File: src/rtl/projectile_pool_pkg.sv
// Shared game constants for the invaders playfield and helpers used by the
// projectile and invader-AI blocks.
package projectile_pool_pkg;

    localparam int SCREEN_W         = 640;
    localparam int SCREEN_H         = 480;
    localparam int DEF_NUM_SLOTS    = 4;
    localparam int DEF_COORD_W      = 10;
    localparam int DEF_STEP         = 4;
    localparam int DEF_LIMIT_Y      = SCREEN_H - 1;
    localparam int DEF_COOLDOWN     = 8;
    // Spawn offsets relative to the firing sprite's origin.
    localparam int PLAYER_SPAWN_DY  = 8;
    localparam int INVADER_SPAWN_DY = 16;

    function automatic logic [3:0] popcount8(input logic [7:0] v);
        logic [3:0] n;
        n = '0;
        for (int i = 0; i < 8; i++) begin
            n = n + 4'(v[i]);
        end
        return n;
    endfunction

endpackage

File: src/rtl/projectile_pool_lowest_free_slot.sv
// Combinational priority finder: one-hot of the lowest set bit of free, plus
// a flag telling whether any bit was set.
module lowest_free_slot
    import projectile_pool_pkg::*;
#(
    parameter int N = DEF_NUM_SLOTS
) (
    input  logic [N-1:0] free,
    output logic [N-1:0] onehot,
    output logic         valid
);

    always_comb begin
        onehot = '0;
        valid  = 1'b0;
        for (int i = 0; i < N; i++) begin
            if (free[i] && !valid) begin
                onehot[i] = 1'b1;
                valid     = 1'b1;
            end
        end
    end

endmodule

File: src/rtl/projectile_pool.sv
// Projectile manager: spawns into the lowest free slot on frame with a
// frame-based cooldown, and steps live projectiles vertically once per frame.
module projectile_pool
    import projectile_pool_pkg::*;
#(
    parameter int NUM_SLOTS       = DEF_NUM_SLOTS,
    parameter int COORD_W         = DEF_COORD_W,
    parameter int STEP            = DEF_STEP,
    parameter int DIR_UP          = 1,
    parameter int LIMIT_Y         = DEF_LIMIT_Y,
    parameter int COOLDOWN_FRAMES = DEF_COOLDOWN
) (
    input  logic                         clk,
    input  logic                         rst,
    input  logic                         frame,
    input  logic                         fire,
    input  logic [COORD_W-1:0]           spawn_x,
    input  logic [COORD_W-1:0]           spawn_y,
    input  logic [NUM_SLOTS-1:0]         hit,
    output logic [NUM_SLOTS-1:0]         active,
    output logic [NUM_SLOTS*COORD_W-1:0] proj_x,
    output logic [NUM_SLOTS*COORD_W-1:0] proj_y,
    output logic                         fire_ack,
    output logic                         fire_drop,
    output logic [3:0]                   num_active
);

    localparam int CNT_W = (COOLDOWN_FRAMES > 0) ? $clog2(COOLDOWN_FRAMES + 1) : 1;

    logic [CNT_W-1:0]     cooldown;
    logic                 pending;
    logic [COORD_W-1:0]   hold_x;
    logic [COORD_W-1:0]   hold_y;
    logic [NUM_SLOTS-1:0] free_mask;
    logic [NUM_SLOTS-1:0] free_onehot;
    logic [NUM_SLOTS-1:0] active_next;
    logic                 free_valid;
    logic                 spawn_try;
    logic                 spawn_ok;

    // Returns {leaves_screen, stepped_y}; downward sum uses one extra bit so
    // y + STEP cannot wrap before the limit compare.
    function automatic logic [COORD_W:0] step_y(input logic [COORD_W-1:0] y);
        logic [COORD_W:0] sum;
        sum = {1'b0, y} + (COORD_W + 1)'(STEP);
        if (DIR_UP != 0) begin
            step_y = {(y < COORD_W'(STEP)), y - COORD_W'(STEP)};
        end else begin
            step_y = {(sum > (COORD_W + 1)'(LIMIT_Y)), sum[COORD_W-1:0]};
        end
    endfunction

    // A slot being hit this cycle is not free, even though it will be empty next cycle.
    assign free_mask = ~active & ~hit;

    lowest_free_slot #(.N(NUM_SLOTS)) u_free (
        .free   (free_mask),
        .onehot (free_onehot),
        .valid  (free_valid)
    );

    assign spawn_try = frame && pending && (cooldown == '0);
    assign spawn_ok  = spawn_try && free_valid;

    for (genvar i = 0; i < NUM_SLOTS; i++) begin : g_slot
        logic [COORD_W-1:0] x_q;
        logic [COORD_W-1:0] y_q;
        logic [COORD_W:0]   nxt;
        logic               load;
        logic               move;

        assign nxt  = step_y(y_q);
        assign load = spawn_ok && free_onehot[i];
        assign move = frame && active[i] && !hit[i];
        assign active_next[i] = load || (active[i] && !hit[i] && !(frame && nxt[COORD_W]));

        always_ff @(posedge clk or posedge rst) begin
            if (rst) begin
                x_q <= '0;
                y_q <= '0;
            end else if (load) begin
                x_q <= hold_x;
                y_q <= hold_y;
            end else if (move && !nxt[COORD_W]) begin
                y_q <= nxt[COORD_W-1:0];
            end
        end

        assign proj_x[i*COORD_W +: COORD_W] = x_q;
        assign proj_y[i*COORD_W +: COORD_W] = y_q;
    end

    // A fire coinciding with frame is not visible to that frame; it re-arms pending.
    always_ff @(posedge clk or posedge rst) begin
        if (rst) begin
            active     <= '0;
            num_active <= '0;
            fire_ack   <= 1'b0;
            fire_drop  <= 1'b0;
            cooldown   <= '0;
            pending    <= 1'b0;
            hold_x     <= '0;
            hold_y     <= '0;
        end else begin
            active     <= active_next;
            num_active <= popcount8(8'(active_next));
            fire_ack   <= spawn_ok;
            fire_drop  <= spawn_try && !free_valid;
            if (spawn_ok) begin
                cooldown <= CNT_W'(COOLDOWN_FRAMES);
            end else if (frame && cooldown != '0) begin
                cooldown <= cooldown - 1'b1;
            end
            if (fire) begin
                pending <= 1'b1;
                hold_x  <= spawn_x;
                hold_y  <= spawn_y;
            end else if (spawn_try) begin
                pending <= 1'b0;
            end
        end
    end

endmodule

File: config.mk
export PLATFORM = sky130hd
export DESIGN_NAME = projectile_pool
export DESIGN_NICKNAME = d
export VERILOG_FILES = /design/src/rtl/projectile_pool_pkg.sv /design/src/rtl/projectile_pool_lowest_free_slot.sv /design/src/rtl/projectile_pool.sv
export SDC_FILE = /design/constraint.sdc
export NUM_CORES = 1
export LEC_CHECK = 0
export ABC_AREA = 1
export BUFFER_PORTS_ARGS = -buffer_cell sky130_fd_sc_hd__buf_2
export CAP_MARGIN = 15
export CORE_MARGIN = 3
export CORE_UTILIZATION = 45
export DETAILED_ROUTE_END_ITERATION = 12
export PLACE_DENSITY_LB_ADDON = 0.1
export SLEW_MARGIN = 20
export SYNTH_ARGS = -nofsm -noshare
export SYNTH_HDL_FRONTEND = slang
export SYNTH_SLANG_ARGS = --single-unit
File: constraint.sdc
create_clock -name clk -period 6.8 [get_ports clk]
set_clock_uncertainty 0.15 [all_clocks]
set_input_delay 0.34 -clock clk [delete_from_list [all_inputs] [get_ports clk]]
set_output_delay 0.34 -clock clk [all_outputs]
set_load 0.01 [all_outputs]
==> results of run 1 <==
-- area by class of cell --
| type | count | area (sq um) | area share [%] |
|---|---|---|---|
| clock buffer | 23 | 498 | 7.32 |
| clock inverter | 9 | 174 | 2.56 |
| inverter | 50 | 190 | 2.80 |
| multi-input combinational | 434 | 2130 | 31.4 |
| sequential | 114 | 2850 | 42.0 |
| tap | 143 | 179 | 2.63 |
| timing repair buffer | 135 | 772 | 11.4 |
-- metrics by stage --
step	cell area [sq um]	instances	setup WS, ns
6_report	6800	908	3.88
5_1_grt	6800	908	3.65
4_1_cts	6800	908	3.86
3_5_place_dp	5940	858	3.88
3_3_place_gp	5940	858	3.96
2_1_floorplan	5310	615	3.29
-- kinds of logic after synthesis --
group	share of synthesized area (%)
xor+xnor	2.80
compound gates	7.49
buf+inv	6.12
simple gates	27.8
flops	53.7
fa+ha+maj	2.03
other cells	0.0706
-- synthesized netlist by cell type --
cell / n / area (sq um)
nor2_2: 3 / 18.8
buf_4: 1 / 7.51
inv_1: 48 / 180
o21ai_2: 4 / 35.0
or2_1: 1 / 6.26
nand4_1: 3 / 18.8
o21bai_1: 1 / 7.51
nand3b_1: 2 / 15.0
o21bai_2: 1 / 11.3
nor2_8: 1 / 20.0
nor3_4: 1 / 16.3
nand3_2: 1 / 10.0
a21oi_1: 1 / 5.00
conb_1: 1 / 3.75
nor2_1: 48 / 180
o21ai_1: 30 / 150
xor2_1: 8 / 70.1
nor2_4: 1 / 11.3
nand2_2: 3 / 18.8
xnor2_1: 9 / 78.8
clkbuf_1: 5 / 18.8
inv_2: 2 / 7.51
fa_1: 1 / 20.0
nand3_4: 2 / 35.0
o21a_2: 1 / 8.76
buf_6: 9 / 101
or2_2: 1 / 6.26
o21ai_0: 36 / 180
dfrtp_1: 114 / 2850
nand2_1: 178 / 668
buf_2: 2 / 10.0
ha_1: 7 / 87.6
nor3_1: 3 / 15.0
nand2_4: 1 / 11.3
nand3_1: 85 / 425
-- registers in the layout, summed over array words and instances, names as in the netlist --
register and flops:
cooldown 4, num_active 3, g_slot.x_q 40, fire_ack 1, fire_drop 1, hold_y 10
active 4, hold_x 10, g_slot.y_q 40, pending 1
-- power by group --
part           total, mW  internal, mW  switching (mW)
Sequential          1.08         0.891           0.187
Clock              0.999         0.697           0.302
Combinational      0.963         0.397           0.566
Total               3.04          1.99            1.05
-- worst max-delay path, delay by kind of cell (launching register included) --
kind | cells | cell delay (ns)
buffers and inverters | 1 | 0.11
flip-flops | 1 | 0.36
adder cells (fa/ha/maj) | 4 | 1.09
AO/OA/AOI/OAI | 1 | 0.30
AND/OR/NAND/NOR | 3 | 0.79
-- worst max-delay path by stage --
stage | from | to | slack, ns | cells after the start
after global placement | cooldown[0] | num_active[1] | 3.96 | 9
after detailed placement | cooldown[0] | num_active[1] | 3.88 | 9
after global routing | cooldown[0] | num_active[1] | 3.65 | 9
final | cooldown[0] | num_active[1] | 3.88 | 9
after CTS | cooldown[0] | num_active[1] | 3.86 | 9
after floorplan | rst | active[0] | 3.29 | 1
-- layout by cell type (no fill, tap or decap), types with 2 or more instances in the layout --
cell type	Yosys	final
ha_1	7	7
xor2_1	8	8
dfrtp_1	114	114
dlygate4sd3_1	0	18
clkbuf_16	0	17
nand3_4	2	2
o21ai_2	4	4
xnor2_1	9	9
inv_1	48	47
o21ai_1	30	30
o21ai_0	36	36
nand2_2	3	3
nand3_1	85	85
nand4_1	3	3
clkbuf_8	0	5
nor2_1	48	48
nor2_2	3	3
inv_2	2	2
nor3_1	3	3
nand2_1	178	178
buf_2	2	116
nand3b_1	2	2
clkinv_2	0	3
bufinv_16	0	5
-- metal layers --
metal	share of wire, %	vias to the layer above
met1	46	2217
met3	6.1	23
met4	2.0	0
met2	46	158
met5	0	-
li1	-	2261
==> metrics.md, run 1 <==
| Metric | Value |
|---|---|
| Status | `completed` |
| GR Layer Usage met3 | `5.44%` |
| Number of global-route vias before repair | `4511` |
| Synth Warn # | `0` |
| RSZ-0062 raised after global routing | `false` |
| DRC | `0` |
| Worst Hold Class | `input port to register` |
| Final HPWL DP | `9.80 mm` |
| Worst min-delay path startpoint | `spawn_y[0]` |
| Cell Chain, Critical Path | `inv_1 -> ha_1 -> nand2_1 -> nor2_8 -> nand3_4 -> o21ai_0 -> fa_1 -> ha_1 -> ha_1` |
| Crit end category | `register` |
| Reg2Reg Depth | `9` |
| Via density | `5.13` |
| Pleak | `3.65 nW` |
| Crit path largest cell delay | `0.45 ns` |
| Post-synth cell types | `35` |
| Crit path kind | `register to register` |
| GRT Max-Usage Layer | `met2` |
| Flop2flop setup slack | `3.88 ns` |
| WP data arrival | `3.06 ns` |
| Initial antenna violation count | `0` |
| Max clock buf depth | `2` |
| Filler cell count | `1038` |
| # rows | `39` |
| Starting density of the core | `46.3%` |
| Post CTS Setup Buffer Count | `0` |
| Reg2Reg Capture Point | `num_active[1]` |
| # hold bufs at CTS | `18` |
| Final setup TNS | `0 ns` |
| Hold path depth | `3` |
| Routed Antenna Nets | `0` |
| Final wirelength | `14.0 mm` |
| Ant. Diodes | `0` |
| Slew margin rel. | `50.5%` |
| Worst hold slack | `0.0101 ns` |
| DR vias | `4659` |
| Slew Viols, Final | `0` |
| Min Tclk post-route | `2.92 ns` |
| Crit-path slowest cell | `fa_1` |
| Placer Congestion | `0.878` |
| Total Power | `3.04 mW` |
| Final period utilization | `42.9%` |
| Clock Latency Late Sink | `0.41 ns` |
| Synth Cell Area | `0.00531 sq mm` |
| CTS Buf Count | `17` |
| Crit-path max FO | `37` |
| Initial DRT Pass Iterations | `5` |
| Clk slew on worst S/H paths | `0.05 ns` |
| Die height | `115 microns` |
| Core ar. | `0.0115 sq mm` |
| Grt met2 use | `34.3%` |
| Fin nets | `788` |
| Syn_nets | `651` |
| Most frequent cell on the critical path | `ha_1` |
| Hold Path Sink | `hold_y[0]` |
| Max cap viols | `0` |
| CP required | `6.94 ns` |
| Worst r2r src | `cooldown[0]` |
| DRT iter0 DRCs | `413` |
| Share of cells above drive strength 1 | `22.4%` |
| First-pass GRT wire length | `22.8 mm` |
| Final setup violation count | `0` |
| Worst-Margin Slew | `0.743 ns` |
| Average size of a mapped cell | `8.64 sq um` |
| Register bit total from synthesis | `114` |
| Largest net degree at the start of global routing | `85` |
| TritonCTS clock tree | `built` |
| CTS Sinks | `114` |
| Critical path startpoint category | `register` |
| Cts repair resizes | `0` |
| Final Hold Fails | `0` |
| Chip width | `115 microns` |
| Met1 GRT Util | `31.4%` |
| WL/cell | `15.5 microns` |
| Synthesis-to-finish area growth | `28.0%` |
| Achievable Freq | `343 MHz` |
| Sequential area share after synthesis | `53.7%` |
| Clk root buf | `clkbuf_16` |
| Htree depth | `4` |
| Final Core Density | `59.3%` |
| Power Density | `447 mW/mm^2` |
| GR Util All Layers | `22.7%` |
| I/O pins | `118` |
| VDD IR-drop max | `0.262 mV` |
| GR Overflow Total | `0` |
| Die area | `0.0131 sq mm` |
| Port bufs | `116` |
| Post-Syn Instances | `615` |
No activity file was read; power rests on OpenSTA's default activity.
==> run 2, diff against run 1 <==
==> constraint.sdc (replaced) <==
create_clock -name clk -period 2.85 [get_ports clk]
set_clock_uncertainty 0.15 [all_clocks]
set_input_delay 0.1425 -clock clk [delete_from_list [all_inputs] [get_ports clk]]
set_output_delay 0.1425 -clock clk [all_outputs]
set_load 0.01 [all_outputs]
==> run 2 against run 1 <==
Against the previous run: wire length decreased by 2.4%; global-route usage is 0.084 points lower; combinational power is 140% higher; die area did not move; critical path type unchanged; largest power group unchanged.
==> metrics.md, run 2 (same netlist as run 1, synthesis figures left out) <==
| Metric | Value |
|---|---|
| DR vias | `4581 (was 4659)` |
| Power Density | `1020 mW/mm^2 (was 447 mW/mm^2)` |
| Die height | `115 microns (unchanged)` |
| Share of cells above drive strength 1 | `22.3% (was 22.4%)` |
| WP data arrival | `2.68 ns (was 3.06 ns)` |
| Final Hold Fails | `0 (unchanged)` |
| Crit path largest cell delay | `0.50 ns (was 0.45 ns)` |
| Crit-path slowest cell | `fa_1 (unchanged)` |
| DP Area | `0.00599 sq mm (was 0.00594 sq mm)` |
| CP bufs+invs | `2 (was 1)` |
| Worst Hold Class | `input port to register (unchanged)` |
| Slew margin rel. | `60.0% (was 50.5%)` |
| Largest net degree at the start of global routing | `115 (was 85)` |
| TritonCTS clock tree | `built (unchanged)` |
| Max Used Layer | `met4 (unchanged)` |
| Core ar. | `0.0115 sq mm (unchanged)` |
| VDD IR-drop max | `0.530 mV (was 0.262 mV)` |
| Critical path startpoint category | `register (unchanged)` |
| Register share of total power | `36.4% (was 35.5%)` |
| Chip width | `115 microns (unchanged)` |
| Sw Ratio | `35.4% (was 34.7%)` |
| Via density | `4.99 (was 5.13)` |
| DR WL met3 | `740 microns (was 863 microns)` |
| Initial antenna violation count | `0 (unchanged)` |
| WL met1 | `6.51 mm (was 6.49 mm)` |
| Fin nets | `799 (was 788)` |
| Crit path kind | `register to register (unchanged)` |
| Pre-CTS setup slack | `0.214 ns (was 3.88 ns)` |
| Final setup margin | `0.295 ns (was 3.88 ns)` |
| Pleak | `3.65 nW (about the same)` |
| Gate power share | `33.0% (was 31.7%)` |
| Final setup violation count | `0 (unchanged)` |
| Final HPWL DP | `9.51 mm (was 9.80 mm)` |
| Worst-Margin Slew | `0.601 ns (was 0.743 ns)` |
| Achievable Freq | `391 MHz (was 343 MHz)` |
| Htree depth | `4 (unchanged)` |
| Most common cell after layout, fill and taps aside | `nand2_1 (unchanged)` |
| Final wirelength | `13.7 mm (was 14.0 mm)` |
| Min Tclk post-route | `2.55 ns (was 2.92 ns)` |
| Synthesis-to-finish area growth | `28.8% (was 28.0%)` |
| Final setup TNS | `0 ns (unchanged)` |
| I/O pins | `118 (unchanged)` |
| Most frequent cell on the critical path | `ha_1 (unchanged)` |
| GR Overflow Total | `0 (unchanged)` |
| Final instance area | `0.00684 sq mm (was 0.00680 sq mm)` |
| Psw | `2.48 mW (was 1.05 mW)` |
| DRT iter0 DRCs | `357 (was 413)` |
| Port bufs | `116 (unchanged)` |
| RSZ-0062 raised after global routing | `false (unchanged)` |
| GR Util All Layers | `22.6% (was 22.7%)` |
| Starting density of the core | `46.3% (unchanged)` |
| Cell family with most CP delay | `adder cells (unchanged)` |
| Routed Antenna Nets | `0 (unchanged)` |
| CP required | `2.98 ns (was 6.94 ns)` |
| Ant. Diodes | `0 (unchanged)` |
| Clock Latency Late Sink | `0.40 ns (was 0.41 ns)` |
| Die area | `0.0131 sq mm (unchanged)` |
| Filler cell count | `1055 (was 1038)` |
| Max cap viols | `0 (unchanged)` |
| Clk slew on worst S/H paths | `0.05 ns (about the same)` |
| Most frequent cells in the layout | `nand2_1 (178), buf_2 (116), dfrtp_1 (114), nand3_1 (85), nor2_1 (48) (unchanged)` |
| Biggest regs | `g_slot.x_q (40), g_slot.y_q (40) (unchanged)` |
| Crit end category | `register (unchanged)` |
| Slew Viols, Final | `0 (unchanged)` |
| Max clock buf depth | `2 (unchanged)` |
| DRC | `0 (unchanged)` |
| Crit-path max FO | `4 (was 37)` |
| Number of global-route vias before repair | `4544 (was 4511)` |
| Placer Congestion | `0.870 (was 0.878)` |
| Final period utilization | `89.6% (was 42.9%)` |
| Clk root buf | `clkbuf_16 (unchanged)` |
| Status | `completed (unchanged)` |
| Cell Chain, Critical Path | `inv_1 -> ha_1 -> nand3_1 -> inv_1 -> nand3_1 -> nor2_1 -> o21ai_1 -> fa_1 -> ha_1 -> ha_1 (was inv_1 -> ha_1 -> nand2_1 -> nor2_8 -> nand3_4 -> o21ai_0 -> fa_1 -> ha_1 -> ha_1)` |
| CTS Buf Count | `17 (unchanged)` |
| WL met2 | `6.31 mm (was 6.41 mm)` |
| Clk pwr share | `30.5% (was 32.9%)` |
| WL/cell | `14.9 microns (was 15.5 microns)` |
| CTS Sinks | `114 (unchanged)` |
| First-pass GRT wire length | `22.9 mm (was 22.8 mm)` |
| Initial DRT Pass Iterations | `5 (unchanged)` |
| # rows | `39 (unchanged)` |
| Internal power | `4.52 mW (was 1.99 mW)` |
| Worst hold slack | `0.0261 ns (was 0.0101 ns)` |
-- run 2: path summary, 6_finish.rpt --
kind,start,endpoint,slack (ns),depth (start not counted)
hold / removal,hit[2],active[2],0.03,4
max in group asynchronous,rst,g_slot[0].y_q[9],1.78,4
setup reg to reg,g_slot[0].y_q[2],num_active[1],0.30,10
setup / recovery,g_slot[0].y_q[2],num_active[1],0.30,10
hold reg to reg,g_slot[3].y_q[0],g_slot[3].y_q[0],0.32,2
min in group asynchronous,rst,g_slot[3].x_q[9],0.33,4
-- run 2: worst register-to-register path, stage by stage, from the launching register on --
cell and delay (ns):
dfrtp_1 0.39, inv_1 0.12, ha_1 0.21, nand3_1 0.11, inv_1 0.09, nand3_1 0.16
nor2_1 0.13, o21ai_1 0.12, fa_1 0.50, ha_1 0.20, ha_1 0.26
-- run 2: power by group through the flow --
| stage | Combinational, mW | Clock, mW | Sequential (mW) |
|---|---|---|---|
| detailed placement | 2.30 | 0 | 2.57 |
| finish | 2.31 | 2.14 | 2.55 |
| CTS | 2.34 | 2.19 | 2.55 |
| global route | 2.65 | 2.27 | 2.63 |
| floorplan | 1.32 | 0 | 2.71 |
| global placement | 2.24 | 0 | 2.54 |
-- run 2: through the flow --
stage               instances  util [%]  total power, mW
floorplan                 615         -             4.03
global placement          862      52.2             4.79
detailed placement        862      52.2             4.87
CTS                       918      59.7             7.08
global route              918      59.7             7.55
finish                    918      59.7             7.00
-- run 2: cell type report --
type | count | area [sq um] | share of cell area [%]
clock buffer | 22 | 474 | 6.93
clock inverter | 9 | 130 | 1.90
inverter | 50 | 191 | 2.80
multi-input combinational | 434 | 2130 | 31.2
sequential | 114 | 2850 | 41.7
tap | 143 | 179 | 2.61
timing repair buffer | 146 | 881 | 12.9
-- run 2: what timing repair did --
action / in CTS / in global routing
hold buffers: 25 / 0
hold endpoints to repair: 142 / 0
buffers inserted: 0 / 0
endpoints found under the setup margin: 0 / 1
gates resized for setup: 0 / 1
-- run 2: per-layer routing --
metal	GRT usage, %	up-vias
li1	-	2289
met1	32.5	2176
met2	33.1	108
met3	6.08	8
met4	7.60	0
met5	0	-
==> run 3, diff against run 2 <==
--- a/config.mk
+++ b/config.mk
@@ -11,6 +11,7 @@
 export CORE_MARGIN = 3
 export CORE_UTILIZATION = 45
 export DETAILED_ROUTE_END_ITERATION = 12
+export MAX_ROUTING_LAYER = met4
 export PLACE_DENSITY_LB_ADDON = 0.1
 export SLEW_MARGIN = 20
 export SYNTH_ARGS = -nofsm -noshare
==> run 3 against run 2 <==
Against the previous run: critical endpoint unchanged; clock-buffer cell count unchanged; first-iteration DRC count down 10%; register-to-register slack about the same; non-clock buffer count unchanged; utilization unchanged; via count up 1.3%; setup slack better by 0.0096 ns; worst hold slack worse by 0.0012 ns; cell count unchanged; critical path depth unchanged; combinational power about the same; critical path type unchanged; total power about the same.
==> metrics.md, run 3 (same netlist as run 1, synthesis figures left out) <==
| Metric | Value |
|---|---|
| Final Core Density | `59.7% (unchanged)` |
| Chip width | `115 microns (unchanged)` |
| Fin nets | `799 (unchanged)` |
| Pleak | `3.65 nW (unchanged)` |
| Final setup margin | `0.305 ns (was 0.295 ns)` |
| Initial DRT Pass Iterations | `5 (unchanged)` |
| Register area | `0.00285 sq mm (unchanged)` |
| Initial antenna violation count | `0 (unchanged)` |
| Die area | `0.0131 sq mm (unchanged)` |
| Worst Hold Class | `input port to register (unchanged)` |
| Starting density of the core | `46.3% (unchanged)` |
| DR vias | `4640 (was 4581)` |
| Crit end category | `register (unchanged)` |
| Placer Congestion | `0.884 (was 0.870)` |
| Final HPWL DP | `9.51 mm (unchanged)` |
| Critical path startpoint category | `register (unchanged)` |
| Routed Antenna Nets | `0 (unchanged)` |
| Synthesis-to-finish area growth | `28.8% (unchanged)` |
| Crit-path max FO | `4 (unchanged)` |
| DRT iter0 DRCs | `321 (was 357)` |
| Ant. Diodes | `0 (unchanged)` |
| Multi-input logic area | `0.00213 sq mm (unchanged)` |
| Max cap viols | `0 (unchanged)` |
| Largest net degree at the start of global routing | `115 (unchanged)` |
| WP data arrival | `2.68 ns (about the same)` |
| CTS Sinks | `114 (unchanged)` |
| Slew margin rel. | `60.5% (was 60.0%)` |
| Crit path kind | `register to register (unchanged)` |
| CP required | `2.98 ns (about the same)` |
| WL/cell | `14.9 microns (about the same)` |
| Most frequent cells in the layout | `nand2_1 (178), buf_2 (116), dfrtp_1 (114), nand3_1 (85), nor2_1 (48) (unchanged)` |
| Via density | `5.05 (was 4.99)` |
| Core ar. | `0.0115 sq mm (unchanged)` |
| TritonCTS clock tree | `built (unchanged)` |
| GR Overflow Total | `0 (unchanged)` |
| CTS Buf Count | `17 (unchanged)` |
| Share of cells above drive strength 1 | `22.3% (unchanged)` |
| Slew Viols, Final | `0 (unchanged)` |
| Achievable Freq | `393 MHz (was 391 MHz)` |
| Total Power | `7.00 mW (about the same)` |
| Number of global-route vias before repair | `4545 (was 4544)` |
| RSZ-0062 raised after global routing | `false (unchanged)` |
| Die height | `115 microns (unchanged)` |
| Filler cell count | `1055 (unchanged)` |
| Biggest regs | `g_slot.x_q (40), g_slot.y_q (40) (unchanged)` |
| Pre-CTS setup slack | `0.214 ns (unchanged)` |
| First-pass GRT wire length | `22.9 mm (about the same)` |
| Final setup violation count | `0 (unchanged)` |
| GR Util All Layers | `23.2% (was 22.6%)` |
| Final period utilization | `89.3% (was 89.6%)` |
| I/O pins | `118 (unchanged)` |
| VDD IR-drop max | `0.528 mV (was 0.530 mV)` |
| DRC | `0 (unchanged)` |
| Final setup TNS | `0 ns (unchanged)` |
| Power Density | `1020 mW/mm^2 (about the same)` |
| Port bufs | `116 (unchanged)` |
| Final Hold Fails | `0 (unchanged)` |
| Clk root buf | `clkbuf_16 (unchanged)` |
| Max clock buf depth | `2 (unchanged)` |
| Final wirelength | `13.7 mm (about the same)` |
| Worst-Margin Slew | `0.593 ns (was 0.601 ns)` |
| # rows | `39 (unchanged)` |
| Clk slew on worst S/H paths | `0.05 ns (about the same)` |
| Most common cell after layout, fill and taps aside | `nand2_1 (unchanged)` |
| Status | `completed (unchanged)` |
| Clock Latency Late Sink | `0.41 ns (was 0.40 ns)` |
| Htree depth | `4 (unchanged)` |
| Min Tclk post-route | `2.55 ns (about the same)` |
## run 3: area by class of cell
| class | count | share of cell area [%] |
|---|---|---|
| sequential | 114 | 41.7 |
| multi-input combinational | 434 | 31.2 |
| timing repair buffer | 146 | 12.9 |
| clock buffer | 22 | 6.93 |
| inverter | 50 | 2.80 |
| tap | 143 | 2.61 |
| clock inverter | 9 | 1.90 |
## run 3: path summary, 6_finish.rpt
path                                  start               end  slack, ns  depth (start not counted)
min                                  hit[2]         active[2]       0.02                          4
min reg2reg                g_slot[3].y_q[0]  g_slot[3].y_q[0]       0.33                          2
max                        g_slot[0].y_q[2]     num_active[1]       0.30                         10
min in group asynchronous               rst  g_slot[3].x_q[9]       0.32                          4
max reg2reg                g_slot[0].y_q[2]     num_active[1]       0.30                         10
max in group asynchronous               rst  g_slot[3].x_q[8]       1.79                          4
## run 3: report_power, final
part           switching (mW)  total [mW]  internal (mW)  leakage [nW]
Combinational            1.35        2.31          0.961          1.88
Clock                   0.704        2.14           1.43         0.284
Sequential              0.422        2.55           2.13          1.49
## run 3: timing repair
action	CTS	global route
endpoints found under the hold margin	142	0
gates resized for setup	0	1
endpoints found under the setup margin	0	1
hold buffers	25	0
setup buffers	0	0
## run 3: through the flow
step	instance area [sq um]	hold WS, ns	cells
4_1_cts	6840	0.00656	918
5_1_grt	6840	0.0505	918
2_1_floorplan	5320	0.102	615
6_report	6840	0.0249	918
3_5_place_dp	5990	0.202	862
3_3_place_gp	5990	0.197	862
## run 3: layer usage
layer | GRT usage (%) | share of wire [%] | routed length (microns)
met1 | 32.7 | 47 | 6410
met2 | 33.1 | 46 | 6330
met4 | 9.26 | 1.1 | 147
met3 | 4.23 | 5.8 | 789
met5 | - | 0 | 0
## run 3: worst max-delay path, cell delays in order (launching register included)
cell and delay, ns:
dfrtp_1 0.39, inv_1 0.12, ha_1 0.21, nand3_1 0.10
inv_1 0.09, nand3_1 0.16, nor2_1 0.13, o21ai_1 0.12
fa_1 0.50, ha_1 0.20, ha_1 0.26
